--- src/rtl/bandscope_capture.sv ---
// Bandscope capture: periodic trigger, ping-pong bank fill, reader handoff.
// Optional macro BS_DECIM_EN adds a decim input (write every decim+1 strobes).
module bandscope_capture #(
  parameter int ADDR_W   = 14,
  parameter int PERIOD_W = 8,
  parameter int TICK_DIV = 400,
  parameter int FCNT_W   = 8
`ifdef BS_DECIM_EN
  ,
  parameter int DECIM_W  = 4
`endif
) (
  input  logic                clock,
  input  logic                rst_n,
  input  logic                bs_on,
  input  logic [PERIOD_W-1:0] bs_period,
  input  logic                single,
  input  logic                sample_valid,
  input  logic                rd_done,
`ifdef BS_DECIM_EN
  input  logic [DECIM_W-1:0]  decim,
`endif
  output logic                mem_we,
  output logic [ADDR_W:0]     mem_addr,
  output logic                bs_ready,
  output logic                rd_bank,
  output logic                busy,
  output logic                overrun,
  output logic [FCNT_W-1:0]   frame_cnt
);

  localparam int PS_W = (TICK_DIV > 1) ? $clog2(TICK_DIV) : 1;
  localparam logic [PS_W-1:0] PS_LAST = PS_W'(TICK_DIV - 1);

  typedef enum logic [2:0] {
    S_IDLE,
    S_WAIT,
    S_FILL,
    S_DONE,
    S_HALT
  } state_t;

  state_t              state_q, state_d;
  logic [PS_W-1:0]     ps_q, ps_d;
  logic [PERIOD_W-1:0] pc_q, pc_d;
  logic [ADDR_W-1:0]   idx_q, idx_d;
  logic                last_q, last_d;
  logic                wbank_q, wbank_d;
  logic                we_q, we_d;
  logic [ADDR_W:0]     addr_q, addr_d;
  logic                ready_q, ready_d;
  logic                rd_bank_q, rd_bank_d;
  logic                ovr_q, ovr_d;
  logic [FCNT_W-1:0]   fcnt_q, fcnt_d;

  logic                tick;
  logic                trig;
  logic                take;
  logic [PERIOD_W-1:0] pc_inc;

`ifdef BS_DECIM_EN
  logic [DECIM_W-1:0]  ph_q, ph_d;
  assign take = (ph_q == '0);
`else
  assign take = 1'b1;
`endif

  always_comb begin
    state_d   = state_q;
    ps_d      = ps_q;
    pc_d      = pc_q;
    idx_d     = idx_q;
    last_d    = last_q;
    wbank_d   = wbank_q;
    we_d      = 1'b0;
    addr_d    = addr_q;
    ready_d   = ready_q;
    rd_bank_d = rd_bank_q;
    ovr_d     = ovr_q;
    fcnt_d    = fcnt_q;
`ifdef BS_DECIM_EN
    ph_d      = ph_q;
`endif

    tick   = bs_on && (ps_q == PS_LAST);
    pc_inc = pc_q + 1'b1;
    // Period 0 re-arms as soon as the previous frame has finished
    if (bs_period == '0) begin
      trig = (state_q == S_WAIT);
    end else begin
      trig = tick && (pc_inc == bs_period);
    end

    if (!bs_on) begin
      state_d = S_IDLE;
      ps_d    = '0;
      pc_d    = '0;
      idx_d   = '0;
      last_d  = 1'b0;
      ready_d = 1'b0;
      ovr_d   = 1'b0;
`ifdef BS_DECIM_EN
      ph_d    = '0;
`endif
    end else begin
      ps_d = tick ? '0 : ps_q + 1'b1;
      if (tick) begin
        pc_d = (trig || bs_period == '0) ? '0 : pc_inc;
      end
      if (rd_done) begin
        ready_d = 1'b0;
      end

      unique case (state_q)
        S_IDLE: state_d = S_WAIT;
        S_WAIT: begin
          if (trig) begin
            state_d = S_FILL;
            idx_d   = '0;
            last_d  = 1'b0;
`ifdef BS_DECIM_EN
            ph_d    = '0;
`endif
          end
        end
        S_FILL: begin
          if (trig) begin
            ovr_d = 1'b1;
          end
          if (last_q) begin
            state_d = S_DONE;
          end else if (sample_valid) begin
`ifdef BS_DECIM_EN
            ph_d = (ph_q == decim) ? '0 : ph_q + 1'b1;
`endif
            if (take) begin
              we_d   = 1'b1;
              addr_d = {wbank_q, idx_q};
              idx_d  = idx_q + 1'b1;
              last_d = &idx_q;
            end
          end
        end
        S_DONE: begin
          fcnt_d = fcnt_q + 1'b1;
          // A same-cycle rd_done frees the reader bank for this handoff
          if (!ready_q || rd_done) begin
            rd_bank_d = wbank_q;
            ready_d   = 1'b1;
            wbank_d   = ~wbank_q;
          end
          state_d = single ? S_HALT : S_WAIT;
        end
        S_HALT: state_d = S_HALT;
        default: state_d = S_IDLE;
      endcase
    end
  end

  always_ff @(posedge clock or negedge rst_n) begin
    if (!rst_n) begin
      state_q   <= S_IDLE;
      ps_q      <= '0;
      pc_q      <= '0;
      idx_q     <= '0;
      last_q    <= 1'b0;
      wbank_q   <= 1'b0;
      we_q      <= 1'b0;
      addr_q    <= '0;
      ready_q   <= 1'b0;
      rd_bank_q <= 1'b0;
      ovr_q     <= 1'b0;
      fcnt_q    <= '0;
`ifdef BS_DECIM_EN
      ph_q      <= '0;
`endif
    end else begin
      state_q   <= state_d;
      ps_q      <= ps_d;
      pc_q      <= pc_d;
      idx_q     <= idx_d;
      last_q    <= last_d;
      wbank_q   <= wbank_d;
      we_q      <= we_d;
      addr_q    <= addr_d;
      ready_q   <= ready_d;
      rd_bank_q <= rd_bank_d;
      ovr_q     <= ovr_d;
      fcnt_q    <= fcnt_d;
`ifdef BS_DECIM_EN
      ph_q      <= ph_d;
`endif
    end
  end

  assign mem_we    = we_q;
  assign mem_addr  = addr_q;
  assign bs_ready  = ready_q;
  assign rd_bank   = rd_bank_q;
  assign busy      = (state_q == S_FILL);
  assign overrun   = ovr_q;
  assign frame_cnt = fcnt_q;

endmodule

--- config.mk ---
export PLATFORM = sky130hd
export DESIGN_NAME = bandscope_capture
export DESIGN_NICKNAME = d
export VERILOG_FILES = /design/src/rtl/bandscope_capture.sv
export SDC_FILE = /design/constraint.sdc
export NUM_CORES = 1
export LEC_CHECK = 0
export ABC_AREA = 1
export CAP_MARGIN = 20
export CORE_UTILIZATION = 35
export CTS_BUF_LIST = sky130_fd_sc_hd__clkbuf_8
export DETAILED_ROUTE_END_ITERATION = 7
export PLACE_DENSITY = 0.56
export SLEW_MARGIN = 20
export SYNTH_ARGS = -nofsm -noshare
export SYNTH_HDL_FRONTEND = slang
export SYNTH_SLANG_ARGS = --single-unit
--- constraint.sdc ---
create_clock -name clock -period 2.35 [get_ports clock]
set_input_delay 0.47 -clock clock [delete_from_list [all_inputs] [get_ports clock]]
set_output_delay 0.47 -clock clock [all_outputs]
set_load 0.01 [all_outputs]
# Yosys cells after proc, flatten, opt, wreduce, memory -nomap -nowiden
# Cells that the tools add are included.
totals:
  register_bits: 63
  wordCells: 79
  output_inout_bits: 28
op_classes:
  add_sub_neg: 4
  n_bitwise: 2
  n_reduce_logical: 15
  n_eq_ne: 14
  muxes: 32
ops:
  columns: ["operator", "n"]
  rows:
  - ["$mux W14", 4]
  - ["$pmux W14 S2", 1]
  - ["$mux W8", 3]
  - ["$mux W9", 2]
  - ["$add A8 B1 Y8 const B", 2]
  - ["$mux W1", 16]
  - ["$pmux W3 S5", 1]
  - ["$add A14 B1 Y14 const B", 1]
  - ["$reduce_and A14 Y1", 1]
  - ["$mux W3", 4]
  - ["$add A9 B1 Y9 const B", 1]
  - ["$eq A9 B9 Y1 const B", 1]
  - ["$ne A3 B3 Y1 const B", 3]
  - ["$eq A8 B8 Y1", 1]
  - ["$logic_not A8 Y1", 1]
  - ["$reduce_and A2 Y1", 4]
  - ["$reduce_and A4 Y1", 2]
  - ["$eq A3 B2 Y1 const B", 2]
  - ["$ne A2 B1 Y1 const B", 3]
  - ["$eq A3 B1 Y1 const B", 1]
  - ["$eq A3 B3 Y1 const B", 1]
  - ["$logic_not A3 Y1", 1]
  - ["$ne A3 B1 Y1 const B", 1]
  - ["$ne A3 B2 Y1 const B", 1]
  - ["other kinds (6)", 9]

# Depth between registers and ports, before layout
# Gate-level depths: netlist (run 1).
depth:
  ltp_word: 8
  depth_mapped: 15
  ltp_nobuf: 14

# Least setup slack after synthesis (run 1)
# OpenSTA, ideal clock, no wires.
synth_timing:
  kind: "register to register"
  startpoint: "register pc_q[0]"
  endpoint: "register idx_q[10]"
  setup_time_ns: 0.118
  period_less_slack_ns: 1.851
  path_stages_with_launch: 16
  path_buffers: 1
  setup_slack_ns: 0.499
  arrival_ns: 1.733
  cell_sequence: "dfrtp_1 ha_1 inv_1 nand2_1 nand2_1 nor2_1 nand2_1 nor2_1 nand3_1 nor2_1 nand2_2 nand3_4 nand3_4 buf_6 nand2_1 nand2_1"
synth_via:
  elab_chain_cells: 6
synth_rtl:
  columns: ["element", "line", "text"]
  rows:
  - ["start: declaration", "45", "logic [PERIOD_W-1:0] pc_q, pc_d;"]
  - ["start signal: assignment", "180", "pc_q <= pc_d;"]
  - ["$add A8 B1 Y8", "86", "pc_inc = pc_q + 1'b1;"]
  - ["$eq A8 B8 Y1", "91", "trig = tick && (pc_inc == bs_period);"]
  - ["$logic_and A1 B1 Y1", "91", null]
  - ["$mux W1", "88", "if (bs_period == '0) begin"]
  - ["$ne A3 B3 Y1 (no line)", null, null]
  - ["$reduce_and A4 Y1 (no line)", null, null]
  - ["end signal: assignment", "181", "idx_q <= idx_d;"]
  - ["end: declaration", "46", "logic [ADDR_W-1:0] idx_q, idx_d;"]
# Every way passes these cells.
# A chain may end at the register's enable or synchronous reset.

# Worst setup path in the final report (run 1)
layout_timing:
  startpoint: "register state_q[2]"
  endpoint: "output busy"
layout_via:
  elab_chain_cells: 1
layout_rtl:
  columns: ["element", "line", "text"]
  rows:
  - ["start: declaration", "43", "state_t state_q, state_d;"]
  - ["start signal: assignment", "178", "state_q <= state_d;"]
  - ["$eq A3 B2 Y1", "200", "assign busy = (state_q == S_FILL);"]
  - ["end: declaration", "27", "output logic busy,"]
# Every way passes these cells.

==> results of run 1 <==
==> synth_stat cells (3+ instances only) <==
cell type  count
nand2_1      134
dfrtp_1       63
inv_1         53
nand3_1       35
nor2_1        33
o21ai_0       28
nand4_1       22
a21oi_1       13
xor2_1         7
clkbuf_1       6
nor3_1         6
o22ai_1        6
ha_1           4
nor2_2         3
==> logic make-up (layout without fill, tap and decap cells) <==
logic type,count (synthesis),after routing,synth area share [%]
AND/OR/NAND/NOR,243,243,32.8
flip-flops,63,63,48.0
buffers and inverters,61,121,7.31
AO/OA/AOI/OAI,48,48,7.62
XOR/XNOR,9,9,2.40
adder cells (fa/ha/maj),4,4,1.52
multiplexers,1,1,0.343
==> sequential cells by signal, indices dropped and copies added (netlist names), 3 cells and up <==
signal	flops
mem_addr	15
idx_q	14
pc_q	8
ps_q	9
frame_cnt	8
state_q	3
==> final cells by class <==
type	count	area (sq um)	area share, %
inverters	53	199	4.83
clock buffers	10	138	3.34
clock inverters	6	92.6	2.25
well taps	108	135	3.28
repair buffers	52	513	12.4
flip-flops and latches	63	1580	38.2
multi-input cells	305	1470	35.6
==> layer usage <==
metal	vias up	global-route usage, %	wire, um
li1	1511	-	-
met1	1355	23.0	3750
met2	69	25.9	3300
met3	16	3.40	292
met4	0	7.69	144
met5	-	0	0
==> worst max-delay path, cell delays in order (launching register included) <==
cell and delay, ns:
dfrtp_1 0.40, nor2_1 0.15, nand2_1 0.11, inv_1 0.12, clkdlybuf4s50_1 0.55
==> through the flow <==
stage	instances	util [%]	worst slack, ns	area [sq um]
after floorplan	429	-	0.499	3290
after global placement	581	43.8	0.149	3890
after detailed placement	581	43.8	0.144	3890
after CTS	597	46.4	0.207	4120
after global routing	597	46.4	0.0173	4120
final	597	46.4	0.218	4120
==> worst max-delay path by stage <==
stage                                 from                 endpoint  slack [ns]  cells past startpoint
global route             ps_q[0]$_DFF_PN0_     idx_q[8]$_DFFE_PN0P_        0.02                     12
CTS                 state_q[2]$_DFFE_PN0P_                     busy        0.21                      4
detailed placement                   bs_on    idx_q[12]$_DFFE_PN0P_        0.14                     10
finish              state_q[2]$_DFFE_PN0P_                     busy        0.22                      4
global placement                     bs_on  mem_addr[1]$_DFFE_PN0P_        0.15                     10
floorplan              pc_q[0]$_DFFE_PN0P_    idx_q[10]$_DFFE_PN0P_        0.50                     15
==> power by group through the flow <==
| stage | clock network, uW | registers (uW) | logic [uW] |
|---|---|---|---|
| 3_5_place_dp | 0 | 1370 | 829 |
| 4_1_cts | 1110 | 1350 | 831 |
| 6_report | 1090 | 1350 | 825 |
| 5_1_grt | 1160 | 1380 | 918 |
| 2_1_floorplan | 0 | 1410 | 392 |
| 3_3_place_gp | 0 | 1370 | 817 |
==> impl_metrics.py, run 1 <==
metrics = {
    "timing": {
        "finalSetupTns_ns": 0,
        "fin_crit_sh_pct": 90.7,
        "max_freq_mhz": 469,
        "min_period_ns": 2.13,
        "whs_ns": 0.118,
        "tightest_slew_ns": 0.444,
        "rsz0062_at_grt": "false",
        "max_slew_margin_pct": 70.1,
        "drv_slew": 0,
        "finalClockSkew_ns": 0.0146,
        "finalHoldViolCount": 0,
        "setup_viol": 0,
    },
    "grt": {
        "grt_start_max_net_pins": 64,
        "grt_usage_pct": 16.9,
        "grt_pass1_wl_um": 13100,
        "grt_pass1_vias": 2792,
        "antenna_found_initial": 0,
        "grt-ovfl-total": 0,
    },
    "worst_hold_path": {
        "min_path_type": "input port to async pin",
    },
    "clocking": {
        "clock-sinks": 63,
        "clock_latency_ns": 0.35,
        "cts.root.buffer_cell": "clkbuf_8",
        "ctsHtreeMaxLevel": 3,
        "cts_tree": "yes",
        "numCtsBuffers": 9,
        "cts_max_path_buffers": 2,
        "cts_resized": 0,
        "postCtsSetupBuffers": 0,
        "holdBufCountCts": 0,
        "clkTransAtPathRegs_ns": 0.08,
    },
    "critical_path": {
        "crit_arrival_ns": 1.66,
        "critPathCaptureType": "output port",
        "r2r_slack_ns": 0.29,
        "cp.required_ns": 1.88,
        "startpoint_type": "register",
        "worst_r2r_endpoint": "idx_q[12]$_DFFE_PN0P_",
        "crit_type": "register to output port",
        "r2r-start": "ps_q[0]$_DFF_PN0_",
        "crit_fanout": 3,
        "reg2reg_depth": 12,
    },
    "status": {
        "outcome": "finished, final reports clean",
    },
    "routing": {
        "drtIter0Drc": 271,
        "via_per_inst": 4.94,
        "wl_um": 7490,
        "antenna_left": 0,
        "vias": 2951,
        "wl_per_cell_um": 12.5,
        "firstDrtPassIters": 5,
        "post-route-drc-count": 0,
    },
    "synth": {
        "ys_seq_area_share_pct": 48.0,
        "synthCells": 429,
        "synthTopCellsByArea": "dfrtp_1 (48%), nand2_1 (15%), inv_1 (6.1%)",
        "synth_top_cell_by_area": "dfrtp_1",
        "synth_nets": 447,
        "syn-cell-area_sq_mm": 0.00329,
        "ys.flop_type": "dfrtp_1",
        "yosysWarnings": 0,
        "synth-edff-count": 0,
        "synth_top_area_share_pct": 48.0,
        "ys_types": 26,
        "async_flop_share_pct": 100,
        "avgSynthCellArea_sq_um": 7.66,
        "synth_seq_cells": 63,
    },
    "place": {
        "portBuffers": 41,
        "place.gp.congestion": 0.854,
        "hpwlAfterDp_um": 5440,
    },
    "pwr": {
        "p_seq_share_pct": 41.4,
        "max-vdd-ir-drop_v": 0.000264,
        "power_leakage_uw": 0.00198,
        "p_sw_uw": 1000,
        "p_total_uw": 3260,
        "p_per_area_mw_per_mm2": 790,
        "p_comb_share_pct": 25.3,
        "p_sw_share_pct": 30.8,
        "intPower_uw": 2250,
        "clkPwrFrac_pct": 33.3,
    },
    "die": {
        "core_area_sq_mm": 0.00889,
        "io_pins": 42,
        "start_util_pct": 37.0,
        "num_rows": 34,
        "die_y_um": 98.9,
        "fp.dieArea_sq_mm": 0.00978,
        "die_x_um": 98.9,
    },
    "final_layout": {
        "fill_cells": 856,
        "antenna_cells": 0,
        "area_delta_synth_final_pct": 25.5,
        "drive_gt1_share_pct": 7.98,
        "final_cell_mix": "nand2_1 (134), dfrtp_1 (63), inv_1 (53)",
        "final_common_cell": "nand2_1",
        "final_nets": 502,
    },
    "run": {
        "drv_cap": 0,
    },
}
Power figures use the tool's default switching activity.
==> run 2: changes to the inputs <==
--- a/config.mk
+++ b/config.mk
@@ -10,6 +10,7 @@
 export CORE_UTILIZATION = 35
 export CTS_BUF_LIST = sky130_fd_sc_hd__clkbuf_8
 export DETAILED_ROUTE_END_ITERATION = 7
+export GPL_TIMING_DRIVEN = 0
 export PLACE_DENSITY = 0.56
 export SLEW_MARGIN = 20
 export SYNTH_ARGS = -nofsm -noshare
==> impl_metrics.py, run 2 (synthesis results as in run 1) <==
metrics = {
    "status": {
        "outcome": "finished, final reports clean",
    },
    "critical_path": {
        "r2r_slack_ns": 0.26,
        "critPathBufInv": 2,
        "slowest_stage": "clkdlybuf4s50_1",
        "max_stage_delay_ns": 0.56,
        "crit_arrival_ns": 1.67,
        "crit_chain": "nor2_1, nand2_1, inv_1, clkdlybuf4s50_1",
        "cp.required_ns": 1.88,
        "startpoint_type": "register",
        "critPathTopFamily": "buffers and inverters",
        "crit_type": "register to output port",
        "crit_fanout": 3,
        "critPathCaptureType": "output port",
    },
    "timing": {
        "finalClockSkew_ns": 0.00962,
        "tightest_slew_ns": 0.524,
        "max_slew_margin_pct": 65.1,
        "setup_viol": 0,
        "fin_crit_sh_pct": 91.0,
        "worst_slack_ns": 0.211,
        "drv_slew": 0,
        "whs_ns": 0.0273,
        "rsz0062_at_grt": "false",
        "min_period_ns": 2.14,
        "max_freq_mhz": 467,
        "finalHoldViolCount": 0,
    },
    "final_layout": {
        "final_nets": 500,
        "area_delta_synth_final_pct": 23.1,
        "multi_input_area_sq_mm": 0.00148,
        "drive_gt1_share_pct": 6.78,
        "final_common_cell": "nand2_1",
        "fill_cells": 906,
        "stdcell_count": 595,
        "antenna_cells": 0,
        "regArea_sq_mm": 0.00158,
        "final_cell_mix": "nand2_1 (134), dfrtp_1 (62), inv_1 (54)",
        "largest_register_ffs": 15,
    },
    "routing": {
        "drtIter0Drc": 104,
        "via_per_inst": 4.81,
        "wl_um": 7580,
        "post-route-drc-count": 0,
        "antenna_left": 0,
        "wl_per_cell_um": 12.7,
        "firstDrtPassIters": 5,
        "vias": 2861,
    },
    "clocking": {
        "numCtsBuffers": 9,
        "clkTransAtPathRegs_ns": 0.07,
        "cts.root.buffer_cell": "clkbuf_8",
        "cts_resized": 1,
        "clock-sinks": 63,
        "cts_tree": "yes",
        "holdBufCountCts": 0,
        "postCtsSetupBuffers": 0,
        "clock_latency_ns": 0.35,
        "ctsHtreeMaxLevel": 3,
        "cts_max_path_buffers": 2,
    },
    "pwr": {
        "max-vdd-ir-drop_v": 0.000273,
        "p_per_area_mw_per_mm2": 769,
        "power_leakage_uw": 0.00194,
    },
    "grt": {
        "grt_pass1_vias": 2819,
        "grt_start_max_net_pins": 39,
        "antenna_found_initial": 0,
        "grt-ovfl-total": 0,
        "grt_pass1_wl_um": 13400,
        "grt_usage_pct": 17.6,
    },
    "place": {
        "place_ws_ns": -0.371,
        "portBuffers": 41,
        "place.gp.congestion": 0.828,
        "hpwlAfterDp_um": 5400,
        "dp_cells": 579,
    },
    "die": {
        "die_x_um": 98.9,
        "num_rows": 34,
        "die_y_um": 98.9,
        "io_pins": 42,
        "start_util_pct": 37.0,
        "fp.dieArea_sq_mm": 0.00978,
        "core_area_sq_mm": 0.00889,
    },
    "worst_hold_path": {
        "min_path_type": "input port to async pin",
    },
    "run": {
        "drv_cap": 0,
    },
}
==> run 2: cell type report <==
class / count / share of cell area [%]
inverters: 53 / 4.92
flip-flops and latches: 63 / 39.0
plain buffers: 8 / 1.02
multi-input cells: 305 / 36.5
clock buffers: 9 / 3.06
clock inverters: 7 / 1.61
repair buffers: 42 / 10.5
well taps: 108 / 3.34
==> run 2: report_power, final <==
group / internal, uW / total, uW / switching (uW)
Combinational: 390 / 844 / 453
Sequential: 1240 / 1350 / 113
Clock: 481 / 920 / 439
Total: 2110 / 3110 / 1000
==> run 2: stage by stage <==
| step | total power (uW) | instance area (sq um) | setup TNS, ns | util (%) |
|---|---|---|---|---|
| 6_report | 3110 | 4050 | 0 | 45.5 |
| 5_1_grt | 3320 | 4050 | 0 | 45.5 |
| 4_1_cts | 3160 | 4040 | 0 | 45.4 |
| 3_5_place_dp | 2220 | 3850 | -8.82 | 43.3 |
| 3_3_place_gp | 2210 | 3830 | -93.62 | 43.1 |
| 2_1_floorplan | 1800 | 3290 | 0 | - |
==> run 2: path summary, 6_finish.rpt <==
| check | cells after the start | start | to |
|---|---|---|---|
| max in group asynchronous | 2 | rst_n | mem_addr[3]$_DFFE_PN0P_ |
| hold reg to reg | 1 | frame_cnt[7]$_DFFE_PN0P_ | frame_cnt[7]$_DFFE_PN0P_ |
| hold / removal | 1 | rst_n | pc_q[7]$_DFFE_PN0P_ |
| setup / recovery | 4 | state_q[2]$_DFFE_PN0P_ | busy |
| setup reg to reg | 15 | pc_q[0]$_DFFE_PN0P_ | idx_q[7]$_DFFE_PN0P_ |
| min in group clock | 1 | frame_cnt[7]$_DFFE_PN0P_ | frame_cnt[7]$_DFFE_PN0P_ |
==> run 2: worst reg2reg max path: cells and delay by family (launching register included) <==
| kind | cells | cell delay, ns |
|---|---|---|
| simple gates | 12 | 1.04 |
| buf+inv | 2 | 0.22 |
| fa+ha+maj | 1 | 0.30 |
| flops | 1 | 0.44 |
==> run 2: layer usage <==
metal / vias up / part of all wire (%) / GRT usage [%]
met1: 1302 / 52 / 23.7
met2: 49 / 43 / 27.1
li1: 1504 / - / -
met5: - / 0 / 0
met3: 6 / 3.9 / 5.53
met4: 0 / 0.95 / 5.51
==> run 3: changes to the inputs <==
--- a/config.mk
+++ b/config.mk
@@ -12,6 +12,7 @@
 export DETAILED_ROUTE_END_ITERATION = 7
 export GPL_TIMING_DRIVEN = 0
 export PLACE_DENSITY = 0.56
+export SETUP_SLACK_MARGIN = 0.05
 export SLEW_MARGIN = 20
 export SYNTH_ARGS = -nofsm -noshare
 export SYNTH_HDL_FRONTEND = slang
==> constraint.sdc (replaced) <==
create_clock -name clock -period 2.6 [get_ports clock]
set_input_delay 0.52 -clock clock [delete_from_list [all_inputs] [get_ports clock]]
set_output_delay 0.52 -clock clock [all_outputs]
set_load 0.01 [all_outputs]
==> impl_metrics.py, run 3 (synthesis results as in run 1) <==
metrics = {
    "timing": {
        "setup_viol": 0,
        "max_slew_margin_pct": 65.3,
        "tightest_slew_ns": 0.521,
        "finalHoldViolCount": 0,
        "finalClockSkew_ns": 0.00967,
        "min_period_ns": 2.35,
        "drv_slew": 0,
        "finalSetupTns_ns": 0,
        "rsz0062_at_grt": "false",
        "fin_crit_sh_pct": 90.5,
        "max_freq_mhz": 425,
    },
    "clocking": {
        "clock-sinks": 63,
        "clkTransAtPathRegs_ns": 0.07,
        "numCtsBuffers": 9,
        "clock_latency_ns": 0.35,
        "cts_max_path_buffers": 2,
        "postCtsSetupBuffers": 0,
        "cts.root.buffer_cell": "clkbuf_8",
        "cts_tree": "yes",
        "ctsHtreeMaxLevel": 3,
    },
    "run": {
        "drv_cap": 0,
    },
    "critical_path": {
        "crit_chain": "clkdlybuf4s50_1, inv_1, nor2_1, inv_1, nor2_1, nand2_1, clkbuf_2, nand2_1, o21ai_0",
        "cp.required_ns": 2.83,
        "critPathCaptureType": "register",
        "critPathTopFamily": "buffers and inverters",
        "crit_fanout": 10,
        "max_stage_delay_ns": 0.66,
        "r2r_slack_ns": 0.49,
        "slowest_stage": "clkdlybuf4s50_1",
        "startpoint_type": "input port",
        "critPathBufInv": 4,
        "crit_arrival_ns": 2.59,
        "crit_type": "input port to register",
    },
    "die": {
        "core_area_sq_mm": 0.00889,
        "start_util_pct": 37.0,
        "die_y_um": 98.9,
        "num_rows": 34,
        "io_pins": 42,
        "fp.dieArea_sq_mm": 0.00978,
        "die_x_um": 98.9,
    },
    "final_layout": {
        "final_cell_mix": "nand2_1 (134), dfrtp_1 (63), inv_1 (54)",
        "antenna_cells": 0,
        "fill_cells": 905,
        "stdcell_count": 595,
        "multi_input_area_sq_mm": 0.00147,
        "final_nets": 500,
        "final_common_cell": "nand2_1",
        "design_area_sq_mm": 0.00404,
        "final_util_pct": 45.4,
        "regArea_sq_mm": 0.00158,
        "largest_register_ffs": 15,
        "area_delta_synth_final_pct": 23.0,
        "drive_gt1_share_pct": 6.57,
    },
    "grt": {
        "grt_usage_pct": 17.6,
        "grt_pass1_wl_um": 13400,
        "grt_start_max_net_pins": 39,
        "grt_pass1_vias": 2819,
        "antenna_found_initial": 0,
        "grt-ovfl-total": 0,
    },
    "status": {
        "outcome": "finished, final reports clean",
    },
    "worst_hold_path": {
        "min_path_type": "input port to async pin",
    },
    "routing": {
        "wl_um": 7560,
        "vias": 2858,
        "wl_per_cell_um": 12.7,
        "drtIter0Drc": 129,
        "firstDrtPassIters": 4,
        "antenna_left": 0,
        "via_per_inst": 4.80,
        "post-route-drc-count": 0,
    },
    "pwr": {
        "power_leakage_uw": 0.00194,
        "p_per_area_mw_per_mm2": 696,
        "max-vdd-ir-drop_v": 0.000246,
    },
    "place": {
        "portBuffers": 41,
        "placed_cell_area_sq_mm": 0.00385,
        "hpwlAfterDp_um": 5400,
        "place.gp.congestion": 0.828,
        "dp_cells": 579,
    },
}
run 3: power breakdown:
group | switching, uW | internal [uW] | total, uW
Clock | 395 | 435 | 830
Combinational | 409 | 354 | 763
Sequential | 102 | 1120 | 1220
run 3: final timing paths:
check	start	to	cells after the start
worst max-delay path	bs_on	mem_addr[5]$_DFFE_PN0P_	9
worst min-delay path	rst_n	pc_q[7]$_DFFE_PN0P_	1
worst max register to register	pc_q[0]$_DFFE_PN0P_	idx_q[7]$_DFFE_PN0P_	13
worst min register to register	frame_cnt[7]$_DFFE_PN0P_	frame_cnt[7]$_DFFE_PN0P_	1
max in group asynchronous	rst_n	mem_addr[3]$_DFFE_PN0P_	2
min in group clock	frame_cnt[7]$_DFFE_PN0P_	frame_cnt[7]$_DFFE_PN0P_	1
run 3: cell type report:
| cell class | instances | share of cell area (%) |
|---|---|---|
| inverter | 53 | 4.92 |
| buffer | 8 | 1.08 |
| tap | 108 | 3.34 |
| timing repair buffer | 42 | 10.6 |
| clock inverter | 7 | 1.61 |
| multi-input combinational | 305 | 36.4 |
| clock buffer | 9 | 3.07 |
| sequential | 63 | 39.0 |
run 3: per-layer routing:
layer / vias up / track usage [%] / part of all wire (%)
li1: 1506 / - / -
met5: - / 0 / 0
met2: 43 / 27.1 / 44
met4: 0 / 5.51 / 0.95
met3: 6 / 5.53 / 3.7
met1: 1303 / 23.7 / 52
run 3: worst reg2reg max path: stages, from the launching register on:
cell	delay (ns)
dfrtp_1	0.43
ha_1	0.22
nand2_1	0.13
nor2_4	0.15
nand3_1	0.11
nand3_1	0.10
nand3_1	0.10
nor2_1	0.14
nand2_2	0.11
nand3_4	0.14
nand3_4	0.11
buf_6	0.17
nand2_1	0.05
nand2_1	0.05
run 3: timing repair:
| action | in CTS | in global routing |
|---|---|---|
| hold buffers | 0 | 0 |
| hold endpoints to repair | 0 | 0 |
| gates resized for setup | 0 | 4 |
| endpoints found under the setup margin | 0 | 4 |
run 3: stage by stage:
step | power, uW | hold slack [ns] | worst slack [ns]
after floorplan | 1630 | 0.224 | 0.749
after global placement | 1990 | 0.450 | -1.14
after detailed placement | 2010 | 0.450 | -0.171
after CTS | 2860 | 0.0865 | 0.198
after global routing | 3000 | 0.0894 | 0.0897
final | 2810 | 0.0778 | 0.247
